File: src/rtl/rca_pipe_pkg.sv
// Shared definitions for the pipelined ripple-carry adder/subtractor.
// Defaults, chunk-width helper and the default-sized stage-valid type.
package rca_pipe_pkg;

  localparam int RCA_DEF_WIDTH  = 16;
  localparam int RCA_DEF_STAGES = 4;

  typedef logic [RCA_DEF_STAGES-1:0] stage_valid_t;

  function automatic int chunk_width(input int width, input int stages);
    return width / stages;
  endfunction

endpackage

File: src/rtl/rca_pipe_addsub_chunk.sv
// Combinational CW-bit ripple adder built from full-adder cells (module rca_chunk).
// Also exports the carry into its top bit so the final stage can form signed overflow.
module rca_chunk
  import rca_pipe_pkg::*;
#(
  parameter int CW = chunk_width(RCA_DEF_WIDTH, RCA_DEF_STAGES)
) (
  input  logic [CW-1:0] x,
  input  logic [CW-1:0] y,
  input  logic          ci,
  output logic [CW-1:0] sum,
  output logic          co,
  output logic          c_msb_in
);

  logic [CW:0] w_c;

  assign w_c[0] = ci;

  for (genvar gi = 0; gi < CW; gi++) begin : g_fa
    assign sum[gi]    = x[gi] ^ y[gi] ^ w_c[gi];
    assign w_c[gi+1]  = (x[gi] & y[gi]) | (w_c[gi] & (x[gi] ^ y[gi]));
  end

  assign co       = w_c[CW];
  assign c_msb_in = w_c[CW-1];

endmodule

File: src/rtl/rca_pipe_addsub.sv
// Pipelined ripple-carry adder/subtractor: one CW-bit chunk per stage, carry registered between stages.
// Optional macro RCA_PIPE_SATURATE_EN replaces an overflowing result with the signed saturation value.
module rca_pipe_addsub
  import rca_pipe_pkg::*;
#(
  parameter int WIDTH  = RCA_DEF_WIDTH,
  parameter int STAGES = RCA_DEF_STAGES
) (
  input  logic             clk,
  input  logic             rst,
  input  logic             in_valid,
  output logic             in_ready,
  input  logic [WIDTH-1:0] a,
  input  logic [WIDTH-1:0] b,
  input  logic             cin,
  input  logic             sub,
  output logic             out_valid,
  input  logic             out_ready,
  output logic [WIDTH-1:0] s,
  output logic             c,
  output logic             ov
);

  localparam int CW = chunk_width(WIDTH, STAGES);

  logic              w_adv;
  logic [WIDTH-1:0]  w_b_eff;
  logic              w_cin_eff;
  logic              w_ov_next;

  // r_as: completed sum chunks in the low bits, not-yet-added bits of a above them
  logic [STAGES-1:0] r_vld;
  logic [STAGES-1:0] r_cy;
  logic [WIDTH-1:0]  r_as [STAGES];
  logic [WIDTH-1:0]  r_bs [STAGES];
  logic              r_ov;

  logic [WIDTH-1:0]  w_src_as  [STAGES];
  logic [WIDTH-1:0]  w_src_bs  [STAGES];
  logic [WIDTH-1:0]  w_as_next [STAGES];
  logic [STAGES-1:0] w_src_ci;
  logic [STAGES-1:0] w_src_vld;
  logic [STAGES-1:0] w_co;
  logic              w_cmsb [STAGES];

  assign w_b_eff   = sub ? ~b : b;
  assign w_cin_eff = sub | cin;
  assign w_adv     = ~r_vld[STAGES-1] | out_ready;

  for (genvar gi = 0; gi < STAGES; gi++) begin : g_stage
    logic [CW-1:0]    w_sum;
    logic [WIDTH-1:0] w_merged;

    if (gi == 0) begin : g_first
      assign w_src_as[gi]  = a;
      assign w_src_bs[gi]  = w_b_eff;
      assign w_src_ci[gi]  = w_cin_eff;
      assign w_src_vld[gi] = in_valid;
    end else begin : g_next
      assign w_src_as[gi]  = r_as[gi-1];
      assign w_src_bs[gi]  = r_bs[gi-1];
      assign w_src_ci[gi]  = r_cy[gi-1];
      assign w_src_vld[gi] = r_vld[gi-1];
    end

    rca_chunk #(.CW(CW)) u_chunk (
      .x        (w_src_as[gi][gi*CW +: CW]),
      .y        (w_src_bs[gi][gi*CW +: CW]),
      .ci       (w_src_ci[gi]),
      .sum      (w_sum),
      .co       (w_co[gi]),
      .c_msb_in (w_cmsb[gi])
    );

    always_comb begin
      w_merged                = w_src_as[gi];
      w_merged[gi*CW +: CW]   = w_sum;
    end

    if (gi == STAGES - 1) begin : g_last
      assign w_ov_next = w_cmsb[gi] ^ w_co[gi];
`ifdef RCA_PIPE_SATURATE_EN
      logic [WIDTH-1:0] w_sat;
      // Bit WIDTH-1 of the source is still the untouched MSB of a at this point
      always_comb begin
        w_sat = w_merged;
        if (w_ov_next) begin
          w_sat = w_src_as[gi][WIDTH-1] ? {1'b1, {(WIDTH-1){1'b0}}}
                                        : {1'b0, {(WIDTH-1){1'b1}}};
        end
      end
      assign w_as_next[gi] = w_sat;
`else
      assign w_as_next[gi] = w_merged;
`endif
    end else begin : g_mid
      assign w_as_next[gi] = w_merged;
    end
  end

  always_ff @(posedge clk) begin
    if (rst) begin
      r_vld <= '0;
      r_cy  <= '0;
      r_ov  <= 1'b0;
      for (int k = 0; k < STAGES; k++) begin
        r_as[k] <= '0;
        r_bs[k] <= '0;
      end
    end else if (w_adv) begin
      r_vld <= w_src_vld;
      r_cy  <= w_co;
      r_ov  <= w_ov_next;
      for (int k = 0; k < STAGES; k++) begin
        r_as[k] <= w_as_next[k];
        r_bs[k] <= w_src_bs[k];
      end
    end
  end

  assign in_ready  = w_adv;
  assign out_valid = r_vld[STAGES-1];
  assign s         = r_as[STAGES-1];
  assign c         = r_cy[STAGES-1];
  assign ov        = r_ov;

endmodule
File: config.mk
export PLATFORM = sky130hd
export DESIGN_NAME = rca_pipe_addsub
export DESIGN_NICKNAME = d
export VERILOG_FILES = /design/src/rtl/rca_pipe_pkg.sv /design/src/rtl/rca_pipe_addsub_chunk.sv /design/src/rtl/rca_pipe_addsub.sv
export SDC_FILE = /design/constraint.sdc
export NUM_CORES = 1
export LEC_CHECK = 0
export BUFFER_PORTS_ARGS = -buffer_cell sky130_fd_sc_hd__buf_2
export CORE_ASPECT_RATIO = 1.1
export CORE_MARGIN = 2
export CORE_UTILIZATION = 52
export DETAILED_ROUTE_END_ITERATION = 10
export HOLD_SLACK_MARGIN = 0.05
export PLACE_DENSITY = 0.72
export SLEW_MARGIN = 20
export SYNTH_ARGS = -nofsm -noshare
export SYNTH_HDL_FRONTEND = slang
export SYNTH_SLANG_ARGS = --single-unit
File: constraint.sdc
create_clock -name clk -period 7.5 [get_ports clk]
set_input_delay 0.75 -clock clk [delete_from_list [all_inputs] [get_ports clk]]
set_output_delay 0.75 -clock clk [all_outputs]
set_load 0.01 [all_outputs]
==> results of run 1 <==
[through the flow]
stage	power, mW	utilization	cell area [um^2]	std cells	worst slack, ps
2_1_floorplan	0.711	-	4240	285	3850
3_3_place_gp	0.730	0.575	4550	436	4330
5_1_grt	1.09	0.602	4770	453	4590
3_5_place_dp	0.735	0.575	4550	436	4290
6_report	1.05	0.602	4770	453	4670
4_1_cts	1.06	0.600	4750	452	4670
[final timing paths]
| check | from | cells after the start | endpoint |
|---|---|---|---|
| worst max-delay path | sub | 9 | r_as[0][3] |
| worst min-delay path | r_vld[0] | 2 | r_vld[0] |
| worst min register to register | r_vld[0] | 2 | r_vld[0] |
| worst max register to register | r_bs[0][44] | 8 | r_as[3][15] |
[metal layers]
metal  GRT usage  vias to the layer above
met4      0.0781                        0
met1       0.154                      916
li1            -                     1035
met3      0.0405                       12
met2       0.226                       55
met5           0                        -
[registers in the layout (all words and copies together), names as in the netlist]
signal	cells
ov	1
r_as	64
r_bs	24
r_cy	4
r_vld	4
[cell type report]
class / instances / area share
sequential: 97 / 0.592
multi-input combinational: 149 / 0.254
clock buffer: 10 / 0.0268
inverter: 25 / 0.0207
tap: 108 / 0.0284
timing repair buffer: 58 / 0.0641
clock inverter: 6 / 0.0142
[worst max-delay path, stage by stage]
cell and delay [ps]:
buf_2 240, or2_2 360, fa_1 380, fa_1 370, inv_1 70, fa_1 150
inv_1 50, fa_1 410, and2_1 140
[power by group]
part           switching [mW]  internal, mW
sequential            0.00917         0.628
clock                   0.174         0.155
combinational          0.0419        0.0417
[cells in the mapped netlist (3+ instances only)]
cell type | count | area, um^2
and2_4 | 10 | 87.6
nand2_1 | 10 | 37.5
a211oi_1 | 3 | 22.5
buf_6 | 5 | 56.3
nor2_2 | 7 | 43.8
dfxtp_1 | 9 | 180
and2_1 | 59 | 369
nor2_1 | 14 | 52.6
xor2_1 | 3 | 26.3
fa_1 | 16 | 320
inv_1 | 24 | 90.1
edfxtp_1 | 88 | 2640
nor2_4 | 3 | 33.8
a21oi_1 | 5 | 25.0
clkbuf_2 | 5 | 25.0
xnor2_1 | 14 | 123
[logic make-up after synthesis]
| family | Yosys count | share of synthesized area |
|---|---|---|
| buffers and inverters | 39 | 0.0499 |
| flip-flops | 97 | 0.666 |
| AO/OA/AOI/OAI | 8 | 0.0112 |
| AND/OR/NAND/NOR | 108 | 0.162 |
| XOR/XNOR | 17 | 0.0352 |
| adder cells (fa/ha/maj) | 16 | 0.0756 |
==> run_results.csv, run 1 <==
group,metric,value,unit
synth,ys.flop_type,"edfxtp_1",
detailed_routing,drc,0,
clock_tree,clkTransAtPathRegs,90,ps
setup_path,endpoint_kind,"register",
sta,relSlewSlack,0.542,
synth,synth_nets,339,
setup_path,critPathLaunchType,"input port",
sta,hold_viol_final,0,
clock_tree,clockRootBuffer,"clkbuf_8",
global_route,gr-usage-all-layers,0.134,
sta,fmax,0.353,GHz
synth,synth-seq-cells,97,
clock_tree,cts_tree,"done",
global_route,grt_max_degree,89,
global_route,grt_pass1_wl,9250,um
sta,rsz0062_at_grt,"false",
synth,yosysSeqAreaShare,0.666,
placement,gp_congestion,0.676,
clock_tree,h-tree-depth,3,
synth,ys_async_sr_fraction,0,
sta,holdWs,461,ps
sta,worstMarginPinSlew,687,ps
layout,drive_gt1_frac,0.287,
clock_tree,cts_resized,0,
clock_tree,hold_buffers,0,
clock_tree,clock_sinks,97,
layout,final_common_cell,"edfxtp_1",
synth,synth.distinct_cells,26,
die,start_util,0.535,
outcome,status,"complete, no violations",
setup_path,critPathRequiredTime,7610,ps
layout,diodes,0,
sta,slew_viol_final,0,
sta,min_period,2830,ps
detailed_routing,vias_per_cell,4.45,
synth,postSynthAreaPerCell,14.9,um^2
die,core_area,0.00791,mm^2
layout,layout_common_cells,"edfxtp_1, and2_1, buf_2, inv_1, fa_1",
synth,postSynthCellCount,285,
flow_run,max_cap_violations,0,
detailed_routing,drtPass1Iterations,4,
clock_tree,cts_buffers,9,
setup_path,crit_type,"input port to register",
layout,seq_area,0.00282,mm^2
sta,setup_viol,0,
setup_path,arrival,2940,ps
sta,clock_skew,10.3,ps
layout,syn_to_final_growth,12.5,%
power,p_per_area,220,mW/mm^2
layout,num-fill-cells,647,
setup_path,worstPathMaxFanout,17,
detailed_routing,wl_met1,2250,um
power,p_leak,2.02,nW
detailed_routing,topRoutingLayerUsed,"met4",
synth,synthesis.area,0.00424,mm^2
detailed_routing,routed_wl,5280,um
die,die_x,90.1,um
detailed_routing,wl_met3,266,um
setup_path,r2r_setup_slack,5190,ps
placement,portBuffers,57,
placement,dp_hpwl,3300,um
die,die_area,0.00888,mm^2
clock_tree,cts_post_setup_buffers_inserted,0,
synth,synth_edf_count,88,
sta,setup-tns-final,0,ps
detailed_routing,antenna_left,0,
global_route,grt_antenna_before_repair,0,
clock_tree,clk_path_buf_depth,2,
layout,multi_input_area,0.00121,mm^2
synth,yosysWarnings,0,
power,ir_drop,116,uV
layout,fin_nets,394,
die,rows,34,
global_route,grt_pass1_vias,2067,
detailed_routing,initialDrtViolationCount,117,
sta,period_share,0.377,
global_route,grt-ovfl-total,0,
min_path,hold_path.class,"register to register",
detailed_routing,dr_wl_met2,2630,um
die,die_y,98.7,um
die,ioPinCount,58,
detailed_routing,wl_per_cell,11.7,um
clock_tree,clk_latency,350,ps
detailed_routing,via_count,2018,
(Power assumes the default switching activity.)
==> inputs of run 2 (changes only) <==
==> constraint.sdc (replaced) <==
create_clock -name clk -period 3 [get_ports clk]
set_input_delay 0.3 -clock clk [delete_from_list [all_inputs] [get_ports clk]]
set_output_delay 0.3 -clock clk [all_outputs]
set_load 0.01 [all_outputs]
==> run 2 against run 1 <==
Effect of this change:
- critical path depth fell by 1
- non-clock buffer count rose by 2
- setup slack got worse by 4000 ps
- critical path type is now register to register
==> run_results.csv, run 2 (same netlist as run 1, synthesis figures left out) <==
group,metric,value,unit
die,rows,34,
global_route,grt_antenna_before_repair,0,
die,die_area,0.00888,mm^2
min_path,hold_path.class,"input port to register",
layout,syn_to_final_growth,12.7,%
placement,dp_hpwl,3510,um
sta,clock_skew,15.3,ps
die,core_area,0.00791,mm^2
die,ioPinCount,58,
clock_tree,clkTransAtPathRegs,100,ps
sta,min_period,2350,ps
setup_path,r2r_start,"r_bs[0][44]",
clock_tree,clockRootBuffer,"clkbuf_8",
clock_tree,hold_buffers,0,
detailed_routing,initialDrtViolationCount,145,
placement,dp_slack,420,ps
clock_tree,cts_resized,0,
power,comb_power_share,0.081,
power,ir_drop,228,uV
placement,place_area,0.00457,mm^2
clock_tree,h-tree-depth,3,
power,p_per_area,555,mW/mm^2
sta,rsz0062_at_grt,"false",
setup_path,slowest_stage,"fa_1",
setup_path,crit_top_cell,"fa_1",
outcome,status,"complete, no violations",
clock_tree,cts_tree,"done",
die,die_y,98.7,um
global_route,grt_busiest_layer,"met2",
layout,largest_reg_flops,64,
die,start_util,0.535,
clock_tree,cts_buffers,9,
clock_tree,clock_sinks,97,
clock_tree,clk_latency,350,ps
power,clockPowerShare,0.318,
detailed_routing,wl_per_cell,11.9,um
detailed_routing,via_count,2036,
setup_path,cp_slowest_stage_delay,470,ps
sta,holdWs,182,ps
power,pwr-share-seq,0.601,
setup_path,arrival,2550,ps
power,p_int,2.07,mW
layout,drive_gt1_frac,0.291,
clock_tree,clk_path_buf_depth,2,
setup_path,critPathLaunchType,"register",
sta,hold_viol_final,0,
min_path,hold_start,"in_valid",
layout,layout_common_cells,"edfxtp_1, and2_1, buf_2, inv_1, fa_1",
global_route,gr-usage-all-layers,0.136,
sta,finalWorstSetupSlack,654,ps
power,p_leak,2.03,nW
flow_run,max_cap_violations,0,
sta,slew_viol_final,0,
setup_path,worstPathMaxFanout,2,
sta,worstMarginPinSlew,796,ps
sta,period_share,0.782,
detailed_routing,drtPass1Iterations,4,
global_route,gr-usage-met3,0.0321,
setup_path,endpoint_kind,"register",
layout,stdcell_area,0.00477,mm^2
global_route,grt_pass1_wl,9370,um
global_route,grt_max_degree,70,
global_route,grt_pass1_vias,2088,
global_route,use_met1,0.157,
setup_path,worstPathCellList,"fa_1, inv_1, fa_1, inv_1, fa_1, inv_1, fa_1, nor2_2",
layout,instances_no_fill,455,
sta,fmax,0.426,GHz
setup_path,critPathRequiredTime,3210,ps
sta,setup-tns-final,0,ps
layout,num-fill-cells,650,
die,die_x,90.1,um
layout,diodes,0,
detailed_routing,drc,0,
layout,final_common_cell,"edfxtp_1",
clock_tree,cts_post_setup_buffers_inserted,0,
setup_path,critical_path.startpoint,"r_bs[0][44]",
detailed_routing,antenna_left,0,
detailed_routing,routed_wl,5410,um
layout,largest-register,"r_as",
global_route,grt-ovfl-total,0,
power,switching_share,0.217,
detailed_routing,vias_per_cell,4.47,
placement,gp_congestion,0.724,
power,switchingPower,0.575,mW
layout,reg.largest.list,"r_as: 64 flops, r_bs: 24 flops",
sta,setup_viol,0,
placement,dp_cells,439,
placement,portBuffers,57,
setup_path,crit_type,"register to register",
sta,relSlewSlack,0.469,
global_route,gr-usage-met2,0.241,
layout,fin_nets,396,
run 2: cell types whose count changed in the layout (fill, tap and decap cells not counted):
cell,previous run,this run
buf_4,0,3
buf_12,1,0
clkinv_2,1,0
inv_6,2,5
clkinvlp_4,2,1
clkinv_4,1,0
run 2: final cells by class:
| class | count | area [um^2] | area share |
|---|---|---|---|
| repair buffers | 60 | 308 | 0.0645 |
| clock buffers | 10 | 128 | 0.0267 |
| flip-flops and latches | 97 | 2820 | 0.591 |
| multi-input cells | 149 | 1210 | 0.253 |
| inverters | 25 | 98.8 | 0.0207 |
| clock inverters | 6 | 72.6 | 0.0152 |
| well taps | 108 | 135 | 0.0283 |
run 2: stage by stage:
stage          power [mW]  utilization
3_5_place_dp         1.84        0.578
5_1_grt              2.76        0.603
2_1_floorplan        1.78            -
6_report             2.65        0.603
3_3_place_gp         1.83        0.578
4_1_cts              2.67        0.603
run 2: path summary, 6_finish.rpt:
kind / endpoint / slack (ps) / depth (start not counted)
worst min-delay path: r_vld[0] / 180 / 3
worst min register to register: r_vld[2] / 460 / 2
worst max-delay path: r_as[3][15] / 650 / 8
worst max register to register: r_as[3][15] / 650 / 8
run 2: per-layer routing:
layer | vias up | routed length [um] | share of wire
li1 | 1036 | - | -
met1 | 952 | 2300 | 0.42
met2 | 46 | 2850 | 0.53
met3 | 2 | 205 | 0.038
met4 | 0 | 61 | 0.011
met5 | - | 0 | 0
run 2: critical path: cells and delay by family, from the launching register on:
family	cells	cell delay [ps]
DFF	1	420
buffers and inverters	3	250
adders and majority gates	4	1450
and+or+nand+nor	1	110
run 2: power by group through the flow:
stage                     Sequential (mW)  Clock, mW  Combinational [mW]
after detailed placement             1.63          0               0.219
final                                1.59      0.841               0.215
after floorplan                      1.63          0               0.152
after CTS                            1.59      0.857               0.221
after global placement               1.62          0               0.210
after global routing                 1.60      0.911               0.248
